$ cat config.mk
export PLATFORM = sky130hd
export DESIGN_NAME = onehot_rr_arbiter
export DESIGN_NICKNAME = d
export VERILOG_FILES = /design/src/rtl/onehot_rr_arbiter.sv
export SDC_FILE = /design/constraint.sdc
export NUM_CORES = 1
export LEC_CHECK = 0
export ABC_AREA = 1
export CAP_MARGIN = 0
export CORE_ASPECT_RATIO = 0.75
export CORE_UTILIZATION = 54
export DETAILED_ROUTE_END_ITERATION = 16
export PLACE_DENSITY = 0.78
export SLEW_MARGIN = 10
export SYNTH_ARGS = -nofsm -noshare
export SYNTH_HDL_FRONTEND = slang
export SYNTH_SLANG_ARGS = --single-unit
export TNS_END_PERCENT = 10
$ cat constraint.sdc
create_clock -name clock -period 1.9 [get_ports clock]
set_input_delay 0.57 -clock clock [delete_from_list [all_inputs] [get_ports clock]]
set_output_delay 0.57 -clock clock [all_outputs]
set_load 0.01 [all_outputs]
$ cat src/rtl/onehot_rr_arbiter.sv
// ---------------------------------------------------------------------------
// onehot_rr_arbiter
//
// Round-robin arbiter with a one-hot priority pointer and a bounded hold
// time. An owner keeps its grant while it requests. If other requesters are
// waiting and the owner has held the grant for MAXHOLD consecutive cycles,
// the grant is handed to the next requester and expire pulses for one cycle.
// A sole owner keeps its grant for as long as it requests; its hold counter
// saturates at MAXHOLD.
//
// Parameters
//   N        number of requesters (2..8)
//   MAXHOLD  maximum consecutive grant cycles while others wait (1..15)
//
// Ports
//   clock    rising-edge clock
//   reset    synchronous active-low reset
//   req      level request per requester
//   grant    registered grant, one-hot or all-zero
//   busy     registered, high whenever grant is non-zero
//   ptr      registered one-hot pointer: the first index searched
//   expire   registered one-cycle pulse on a forced (timeout) handoff
//
// States
//   state     | meaning
//   ----------+---------------------------------------------------------
//   S_IDLE    | no owner, grant = 0, hold counter = 0
//   S_GRANTED | one owner, grant = onehot(g), hold counter in 1..MAXHOLD
// ---------------------------------------------------------------------------
module onehot_rr_arbiter #(
    parameter int N       = 4,
    parameter int MAXHOLD = 8
) (
    input  logic         clock,
    input  logic         reset,
    input  logic [N-1:0] req,
    output logic [N-1:0] grant,
    output logic         busy,
    output logic [N-1:0] ptr,
    output logic         expire
);

    localparam int HW = $clog2(MAXHOLD + 1);

    localparam logic [HW-1:0] HOLD_MAX  = HW'(MAXHOLD);
    localparam logic [HW-1:0] HOLD_ONE  = HW'(1);
    localparam logic [N-1:0]  ONE_N     = N'(1);

    typedef enum logic {
        S_IDLE    = 1'b0,
        S_GRANTED = 1'b1
    } state_t;

    state_t         state_q,  state_d;
    logic [N-1:0]   grant_q,  grant_d;
    logic [N-1:0]   ptr_q,    ptr_d;
    logic [HW-1:0]  hold_q,   hold_d;
    logic           expire_q, expire_d;
    logic           busy_q;

    logic [N-1:0]   others;
    logic [N-1:0]   idle_pick;
    logic [N-1:0]   hand_pick;
    logic [N-1:0]   owner_next;
    logic           owner_req;

    // Rotate a one-hot vector one place towards the MSB, wrapping N-1 -> 0.
    function automatic logic [N-1:0] rotl(input logic [N-1:0] v);
        return {v[N-2:0], v[N-1]};
    endfunction

    // Cyclic first-set search starting at the one-hot position start_oh.
    // Bits at or above the start are tried first; if none of those is set
    // the search wraps and takes the lowest set bit overall. x & -x isolates
    // the lowest set bit of x. Returns all-zero when mask is empty.
    function automatic logic [N-1:0] pick_oh(input logic [N-1:0] mask,
                                             input logic [N-1:0] start_oh);
        logic [N-1:0] upper;
        logic [N-1:0] res;
        upper = mask & ~(start_oh - ONE_N);
        if (|upper) begin
            res = upper & (-upper);
        end else begin
            res = mask & (-mask);
        end
        return res;
    endfunction

    always_comb begin
        others     = req & ~grant_q;
        owner_req  = |(req & grant_q);
        idle_pick  = pick_oh(req, ptr_q);
        // In S_GRANTED the pointer already sits one past the owner, but the
        // handoff search is anchored on the owner itself so it never depends
        // on the pointer register being consistent with grant.
        owner_next = rotl(grant_q);
        hand_pick  = pick_oh(others, owner_next);

        state_d  = state_q;
        grant_d  = grant_q;
        ptr_d    = ptr_q;
        hold_d   = hold_q;
        expire_d = 1'b0;

        case (state_q)
            S_IDLE: begin
                if (|req) begin
                    state_d = S_GRANTED;
                    grant_d = idle_pick;
                    ptr_d   = rotl(idle_pick);
                    hold_d  = HOLD_ONE;
                end
            end

            S_GRANTED: begin
                if (owner_req && (hold_q < HOLD_MAX)) begin
                    hold_d = hold_q + HOLD_ONE;
                end else if (|others) begin
                    // Release or timeout with someone waiting: hand off with
                    // no idle gap. Only a timeout (owner still requesting)
                    // counts as a forced handoff.
                    grant_d  = hand_pick;
                    ptr_d    = rotl(hand_pick);
                    hold_d   = HOLD_ONE;
                    expire_d = owner_req;
                end else if (!owner_req) begin
                    state_d = S_IDLE;
                    grant_d = '0;
                    ptr_d   = owner_next;
                    hold_d  = '0;
                end
                // Otherwise: sole owner past MAXHOLD, everything holds and
                // the counter stays saturated.
            end

            default: begin
                state_d = S_IDLE;
                grant_d = '0;
                ptr_d   = ONE_N;
                hold_d  = '0;
            end
        endcase
    end

    always_ff @(posedge clock) begin
        if (!reset) begin
            state_q  <= S_IDLE;
            grant_q  <= '0;
            ptr_q    <= ONE_N;
            hold_q   <= '0;
            expire_q <= 1'b0;
            busy_q   <= 1'b0;
        end else begin
            state_q  <= state_d;
            grant_q  <= grant_d;
            ptr_q    <= ptr_d;
            hold_q   <= hold_d;
            expire_q <= expire_d;
            busy_q   <= |grant_d;
        end
    end

    assign grant  = grant_q;
    assign ptr    = ptr_q;
    assign busy   = busy_q;
    assign expire = expire_q;

endmodule

Yosys cells after proc, flatten, opt, wreduce, memory -nomap -nowiden

Index checks and enable logic that the tools add are counted.

Register bits: 15
Bits in latches: 0
Bits in writable memories: 0
Bits in read-only memories: 0
Output and inout bits: 10
Logic and storage cells: 64
Memories kept: 0

$add $sub $neg: 7
Multiply operators: 0
Divide/modulo/power cells: 0
Magnitude comparators: 1
Equal/unequal tests: 4
Shift-type cells: 0
Mux-type cells: 22
Bitwise logic cells: 14
Reductions and logical operators: 10

Operators with widths:

| cell                                                                     | count |
|---|---|
| 4-bit two-way mux                                                        | 14 |
| 4-bit bitwise AND                                                        | 8 |
| 4-bit OR reduction                                                       | 7 |
| 4-bit case mux with 2 select lines                                       | 3 |
| 4-bit negator                                                            | 4 |
| 4-bit inverter                                                           | 3 |
| 4-bit by 1-bit subtractor with 4-bit output (second input constant)      | 2 |
| 4-bit by 1-bit adder with 4-bit output (second input constant)           | 1 |
| 4-bit < comparator (second input constant)                               | 1 |
| 1-bit two-way mux                                                        | 4 |
| 2-bit inequality test (second input constant)                            | 2 |
| 4-bit by 2-bit inequality test with 1-bit output (second input constant) | 1 |
| 3-bit by 2-bit inequality test with 1-bit output (second input constant) | 1 |
| 1-bit inverter                                                           | 3 |
| 3-bit AND reduction                                                      | 1 |
| 1-bit case mux with 2 select lines                                       | 1 |
| 2-bit AND reduction                                                      | 1 |
| 1-bit logical AND                                                        | 1 |

Logic depth before layout (Yosys ltp)

Gate-level depths: netlist of the first run.

Depth after elaboration: 10
Gate-level depth with buffers: 13
Depth with buffers taken out: 13

Worst setup path after synthesis of the first run

OpenSTA, ideal clock, no wires.

Kind: input to register
From: input req[1]
To: register ptr_q[2] (netlist: ptr[2])
Setup time: 0.115 ns
Arrival time: 1.624 ns
Data required time: 1.785 ns
Path slack: 0.162 ns
Cell stages on the path: 11
Buffers on the path: 1
Path through: buf_6 > nand2_1 > nand2_1 > nor2_4 > inv_4 > nand2_2 > nand2_2 > o21ai_4 > nor2_4 > o21ai_1 > nor2_1

Cells in the longest elaborated chain, start to end: 8
Elaborated cells on any way between the ends: 28

Ends and longest elaborated chain:

| what                               | line | source |
|---|---|---|
| from (decl)                        | 36   | `input logic [N-1:0] req,` |
| 4-bit bitwise AND                  | 90   | `others = req & ~grant_q;` |
| 4-bit bitwise AND                  | 80   | `upper = mask & ~(start_oh - ONE_N);` |
| 4-bit negator                      | 82   | `res = upper & (-upper);` |
| 4-bit bitwise AND                  | 82   |  |
| 4-bit two-way mux                  | 81   | `if (\|upper) begin` |
| 4-bit two-way mux                  | 118  | `end else if (\|others) begin` |
| 4-bit two-way mux                  | 116  | `if (owner_req && (hold_q < HOLD_MAX)) begin` |
| 4-bit case mux with 2 select lines | 105  | `case (state_q)` |
| to (signal assigned)               | 156  | `ptr_q <= ptr_d;` |
| to (decl)                          | 56   | `logic [N-1:0] ptr_q, ptr_d;` |

Several ways; a longest one is shown, not always the timed one. The select of a mux whose other input is x is not followed.
A chain may end at the register's enable or synchronous reset.

Final worst setup path of the first run

From: register grant_q[1] (netlist: grant[1])
To: output grant[1]

RTL lines:

| what                   | line | source |
|---|---|---|
| from (decl)            | 55   | `logic [N-1:0] grant_q, grant_d;` |
| from (signal assigned) | 155  | `grant_q <= grant_d;` |
| to (decl)              | 37   | `output logic [N-1:0] grant,` |

No word-level cell between the ends.

==> flow_summary.ini, run 1 <==
[run_status]
status = complete, no violations

[detailed_routing]
wl_per_cell_um = 13.45
vias = 1496
post-route-drc-count = 0
drtAntennaViolNets = 0
drtIter0Drc = 138
first_pass_iters = 4
routed_wl_um = 3551
avgViaCountPerCell = 5.667

[clock_tree]
cts_tree = built
htree_levels = 1
cts-root-buf = clkbuf_4
cts_max_path_buffers = 2
cts.clk_slew.worst_paths_ps = 90
cts_inserted_buffers = 3
worstSkewPairLatency_ps = 290
cts_sinks = 15

[cells_and_area]
fin_util_pct = 78.69
layout.cells.non_filler = 264
antennaDiodeCount = 0
layout_common_cells = 50 x nand2_1, 28 x buf_4, 25 x nand3_1
drive_gt1_share_pct = 24.17
layout.cells.most_common = nand2_1
fill_cells = 158
nNetsFinal = 250
syn_to_final_growth_pct = 34.30

[setup_path]
cp_slowest_cell = clkdlybuf4s50_1
crit_path_end_kind = output port
r2r_start = grant[0]
cp_slowest_stage_delay_ps = 570
reg2regPathDepth = 9
timing.rr.end = ptr[0]
required_ps = 1330
cp.arrival_ps = 1290
cp_num_buf_inv = 1
setup.worst_path.start_class = flop
crit_path_max_fanout = 4
startpoint = grant[1]
rrSetupSlack_ps = 110
crit_type = flop to output port
crit_family = buffers and inverters
worstPathCellList = clkdlybuf4s50_1

[floorplan]
rows = 14
core-area_um2 = 2067
ios = 16
start_util_pct = 58.60
dieArea_um2 = 2438
die_w_um = 56.69
dieHeight_um = 43.02

[sta]
setup_tns_ps = 0
tightest_slew_ps = 342.0
post-route-period-util_pct = 97.98
skew_ps = 0.8838
max_freq_mhz = 537.2
period_minus_slack_ps = 1862
drv_slew = 0
maxSlewHeadroom_pct = 76.99
setup_viol = 0
setup_ws_ps = 38.37
rsz0062_at_grt = true
hold_viol_final = 0

[synth]
ys_seq_elements = 15
synthTopCellsByArea = dfxtp_1 25%, nand2_1 16%, nand3_1 10%, nor2_1 6.8%, a21oi_1 6.6%
synth_top_area_share_pct = 24.79
syn_inst = 195
synth_cell_types = 26
yosys_warnings = 0
synth.avg_cell_area_um2 = 6.211
syn-cell-area_um2 = 1211
synth_fp_nets = 204
synth_area_leader_cell = dfxtp_1
ys_seq_area_share_pct = 24.79

[grt]
grt_pass1_vias = 1459
grt_pass1_wl_um = 6134
grt_util_all_layers_pct = 32.61
gr-total-overflow = 0
grt_max_degree = 13
antenna_found_initial = 0

[worst_hold_path]
min_path_cells = 2
hold_path_class = flop to flop
min_to = hold_q[1]
min_from = hold_q[1]

[power_and_ir_drop]
peakVddDrop_v = 0.0007653
p_leak_nw = 0.8473
power_density_nw_per_um2 = 1238

[place]
gp_congestion = 0.9766
io_buffer_count = 15
dp.cells = 260
dp_hpwl_um = 2887
dp_slack_ps = -384.0

[flow_run]
cap_violations = 0
[area by class of cell]
cell class / count / area [um2] / area share [%]
multi-input combinational: 152 / 793.3 / 48.77
clock buffer: 4 / 26.28 / 1.615
timing repair buffer: 43 / 360.3 / 22.15
tap: 24 / 30.03 / 1.846
sequential: 15 / 311.5 / 19.15
inverter: 26 / 105.1 / 6.462
[synth_stat cells]
| library cell | instances |
|---|---|
| ha_1 | 3 |
| o2111ai_1 | 3 |
| nand3_1 | 25 |
| nor4_1 | 1 |
| inv_2 | 6 |
| buf_6 | 1 |
| inv_4 | 3 |
| nand4_1 | 2 |
| a32oi_1 | 1 |
| nand2_1 | 51 |
| inv_1 | 15 |
| o22ai_1 | 1 |
| dfxtp_1 | 15 |
| o21ai_4 | 1 |
| nand3b_1 | 3 |
| o21ai_0 | 6 |
| a21oi_1 | 16 |
| nand2_2 | 6 |
| clkinv_1 | 2 |
| o21ai_1 | 5 |
| nor2_1 | 22 |
| nor2_8 | 2 |
| nand2_4 | 1 |
| nor2_4 | 2 |
| xor2_1 | 1 |
| clkbuf_1 | 1 |
[through the flow]
stage | instance area [um2] | hold slack [ps] | total power (W)
after floorplan | 1211 | 456.2 | 0.001272
after global placement | 1587 | 480.0 | 0.001746
after detailed placement | 1587 | 479.3 | 0.001789
after CTS | 1617 | 494.3 | 0.001991
after global routing | 1627 | 528.7 | 0.002183
final | 1627 | 492.9 | 0.002014
[cells by family (layout without fill, tap and decap cells)]
logic type / after synthesis / count (layout) / synth area share [%]
flip-flops: 15 / 15 / 24.79
AO/OA/AOI/OAI: 33 / 33 / 15.91
adder cells (fa/ha/maj): 3 / 3 / 3.100
AND/OR/NAND/NOR: 115 / 115 / 45.56
XOR/XNOR: 1 / 1 / 0.7233
buffers and inverters: 28 / 73 / 9.917
[registers in the layout, summed over array words and instances, names as in the netlist]
name / count
busy: 1
expire: 1
grant: 4
hold_q: 4
ptr: 4
state_q: 1
[how the worst max path moves through the flow]
stage	slack, ps	endpoint	depth (start not counted)
after floorplan	160	ptr[2]	11
after global placement	-310	ptr[1]	12
after detailed placement	-380	ptr[0]	12
after CTS	7	ptr[2]	1
after global routing	-20	busy	13
final	40	grant[1]	1
[power by group]
part	total, W	internal [W]	switching (W)
registers	0.000489	0.000402	0.0000871
logic	0.00133	0.000564	0.000771
clock network	0.000191	0.0000817	0.000109
total	0.00201	0.00105	0.000967
[repair_timing]
| action | 4_1_cts | 5_1_grt |
|---|---|---|
| buffers inserted | 0 | 0 |
| hold buffers | 0 | 0 |
| setup endpoints to repair | 8 | 4 |
| resized for setup | 9 | 5 |
| pin swaps | 0 | 0 |
[metal layers]
metal | vias to the layer above | track usage [%] | part of all wire [%]
met3 | 15 | 10.98 | 9.3
met5 | - | 0 | 0
met1 | 676 | 41.15 | 44
met4 | 0 | 12.00 | 2.0
li1 | 737 | - | -
met2 | 68 | 51.67 | 44
[worst register-to-register path: stages (launching register included)]
cell and delay (ps):
dfxtp_2 370, inv_2 50, ha_1 300, nand3_1 110, nand2_1 70, nor2_1 230
nand3_1 160, o21ai_0 150, a21oi_1 110, o21ai_1 160
No activity file was read; power rests on OpenSTA's default activity.
==> run 2: changes to the inputs <==
- SKIP_LAST_GASP: unset -> 1
==> run 2 against run 1 <==
The flow now finishes with violations (setup timing). Sequential power down 1%. Final cell count unchanged. Wire length fell by 0.20%. Clock skew up 0.81 ps. Die area unchanged. Critical path depth grew 1. Power about the same. Largest power group unchanged.
==> flow_summary.ini, run 2 (synthesized netlist as in run 1, its figures left out) <==
[grt]
grt_util_all_layers_pct = 32.61
grt_pass1_vias = 1459
grt_pass1_wl_um = 6134
antenna_found_initial = 0
gr-total-overflow = 0
grt_max_degree = 13

[setup_path]
crit_path_max_fanout = 4
required_ps = 1330
reg2regPathDepth = 9
cp.arrival_ps = 1350
crit_type = flop to output port
setup.worst_path.start_class = flop
crit_path_end_kind = output port

[power_and_ir_drop]
power_frac_seq_pct = 23.9
p_int_w = 0.001045
power_density_nw_per_um2 = 1247
p_leak_nw = 0.8140
peakVddDrop_v = 0.0007606
power_frac_clock_pct = 9.5
power_switching_w = 0.0009691
p_comb_share_pct = 66.6
power_w = 0.002014
swShare_pct = 48.12

[run_status]
violations = setup timing
status = complete, but fails checks

[detailed_routing]
drtIter0Drc = 120
first_pass_iters = 5
vias = 1496
wl_per_cell_um = 13.42
drtAntennaViolNets = 0
routed_wl_um = 3544
post-route-drc-count = 0
avgViaCountPerCell = 5.667

[cells_and_area]
syn_to_final_growth_pct = 33.37
layout_common_cells = 50 x nand2_1, 28 x buf_4, 25 x nand3_1
layout.cells.most_common = nand2_1
antennaDiodeCount = 0
drive_gt1_share_pct = 23.75
fin_area_um2 = 1615
nNetsFinal = 250

[clock_tree]
worstSkewPairLatency_ps = 290
cts-root-buf = clkbuf_4
cts_setup_buffers = 0
htree_levels = 1
cts_sinks = 15
cts_inserted_buffers = 3
cts.clk_slew.worst_paths_ps = 90
cts_max_path_buffers = 2
cts_tree = built

[place]
dp_slack_ps = -384.0
placedInstanceArea_um2 = 1587
io_buffer_count = 15
dp_hpwl_um = 2887
gp_congestion = 0.9766

[sta]
rsz0062_at_grt = true
post-route-period-util_pct = 101.0
hold_viol_final = 0
setup_viol = 1
drv_slew = 0
max_freq_mhz = 521.3
tightest_slew_ps = 342.7
skew_ps = 1.691
period_minus_slack_ps = 1918
setup_ws_ps = -18.36
maxSlewHeadroom_pct = 76.94

[floorplan]
die_w_um = 56.69
core-area_um2 = 2067
start_util_pct = 58.60
dieHeight_um = 43.02
rows = 14
dieArea_um2 = 2438
ios = 16

[worst_hold_path]
min_path_cells = 2
hold_path_class = flop to flop

[flow_run]
cap_violations = 0
-- run 2: cell count changes in the layout (fill, tap and decap cells not counted) --
cell	before	now
dfxtp_1	10	11
clkdlybuf4s50_1	9	11
dlymetal6s2s_1	2	0
dfxtp_4	2	0
dfxtp_2	3	4
-- run 2: path summary, 6_finish.rpt --
kind / startpoint / slack [ps] / end
worst max-delay path: grant[3] / -20 / grant[3]
worst min-delay path: hold_q[1] / 490 / hold_q[1]
worst max register to register: grant[3] / 120 / ptr[0]
worst min register to register: hold_q[1] / 490 / hold_q[1]
-- run 2: power groups by stage --
stage | sequential, W | combinational (W) | clock [W]
finish | 0.000482 | 0.00134 | 0.000191
CTS | 0.000476 | 0.00131 | 0.000195
detailed placement | 0.000481 | 0.00131 | 0
floorplan | 0.000499 | 0.000773 | 0
global route | 0.000491 | 0.00148 | 0.000206
global placement | 0.000479 | 0.00127 | 0
-- run 2: cell type report --
cell class	count	area (um2)
Multi-Input combinational cell	152	793.3
Clock buffer	4	26.28
Fill cell	163	451.7
Sequential cell	15	305.3
Tap cell	24	30.03
Timing Repair Buffer	43	355.3
Inverter	26	105.1
-- run 2: through the flow --
stage	cells	TNS, ps	util (%)	hold WS, ps
floorplan	195	0	-	456.2
global placement	260	-3129	76.76	480.0
detailed placement	260	-3678	76.76	479.3
CTS	264	-84.33	77.97	494.3
global route	264	-139.2	78.15	528.8
finish	264	-18.36	78.15	489.7
-- run 2: worst max-delay path: stages (launching register included) --
cell and delay (ps):
dfxtp_2 390, buf_4 140, clkdlybuf4s50_1 520
-- run 2: repair_timing --
action                                  in CTS  in global routing
gates cloned                                 0                  0
resized for setup                            6                  3
endpoints found under the setup margin       8                  6
pin swaps                                    0                  0
hold buffers                                 0                  0
-- run 2: per-layer routing --
| layer | vias to the layer above | routed length [um] | global-route usage, % |
|---|---|---|---|
| met5 | - | 0 | 0 |
| met4 | 0 | 72 | 12.00 |
| met3 | 15 | 383 | 10.98 |
| met2 | 79 | 1554 | 51.67 |
| met1 | 668 | 1534 | 41.15 |
| li1 | 734 | - | - |
==> run 3: changes to the inputs <==
- CTS_CLUSTER_DIAMETER: unset -> 50
==> results of run 3 <==
Same layout as run 2: the final DEF is identical, and so are final timing and power.
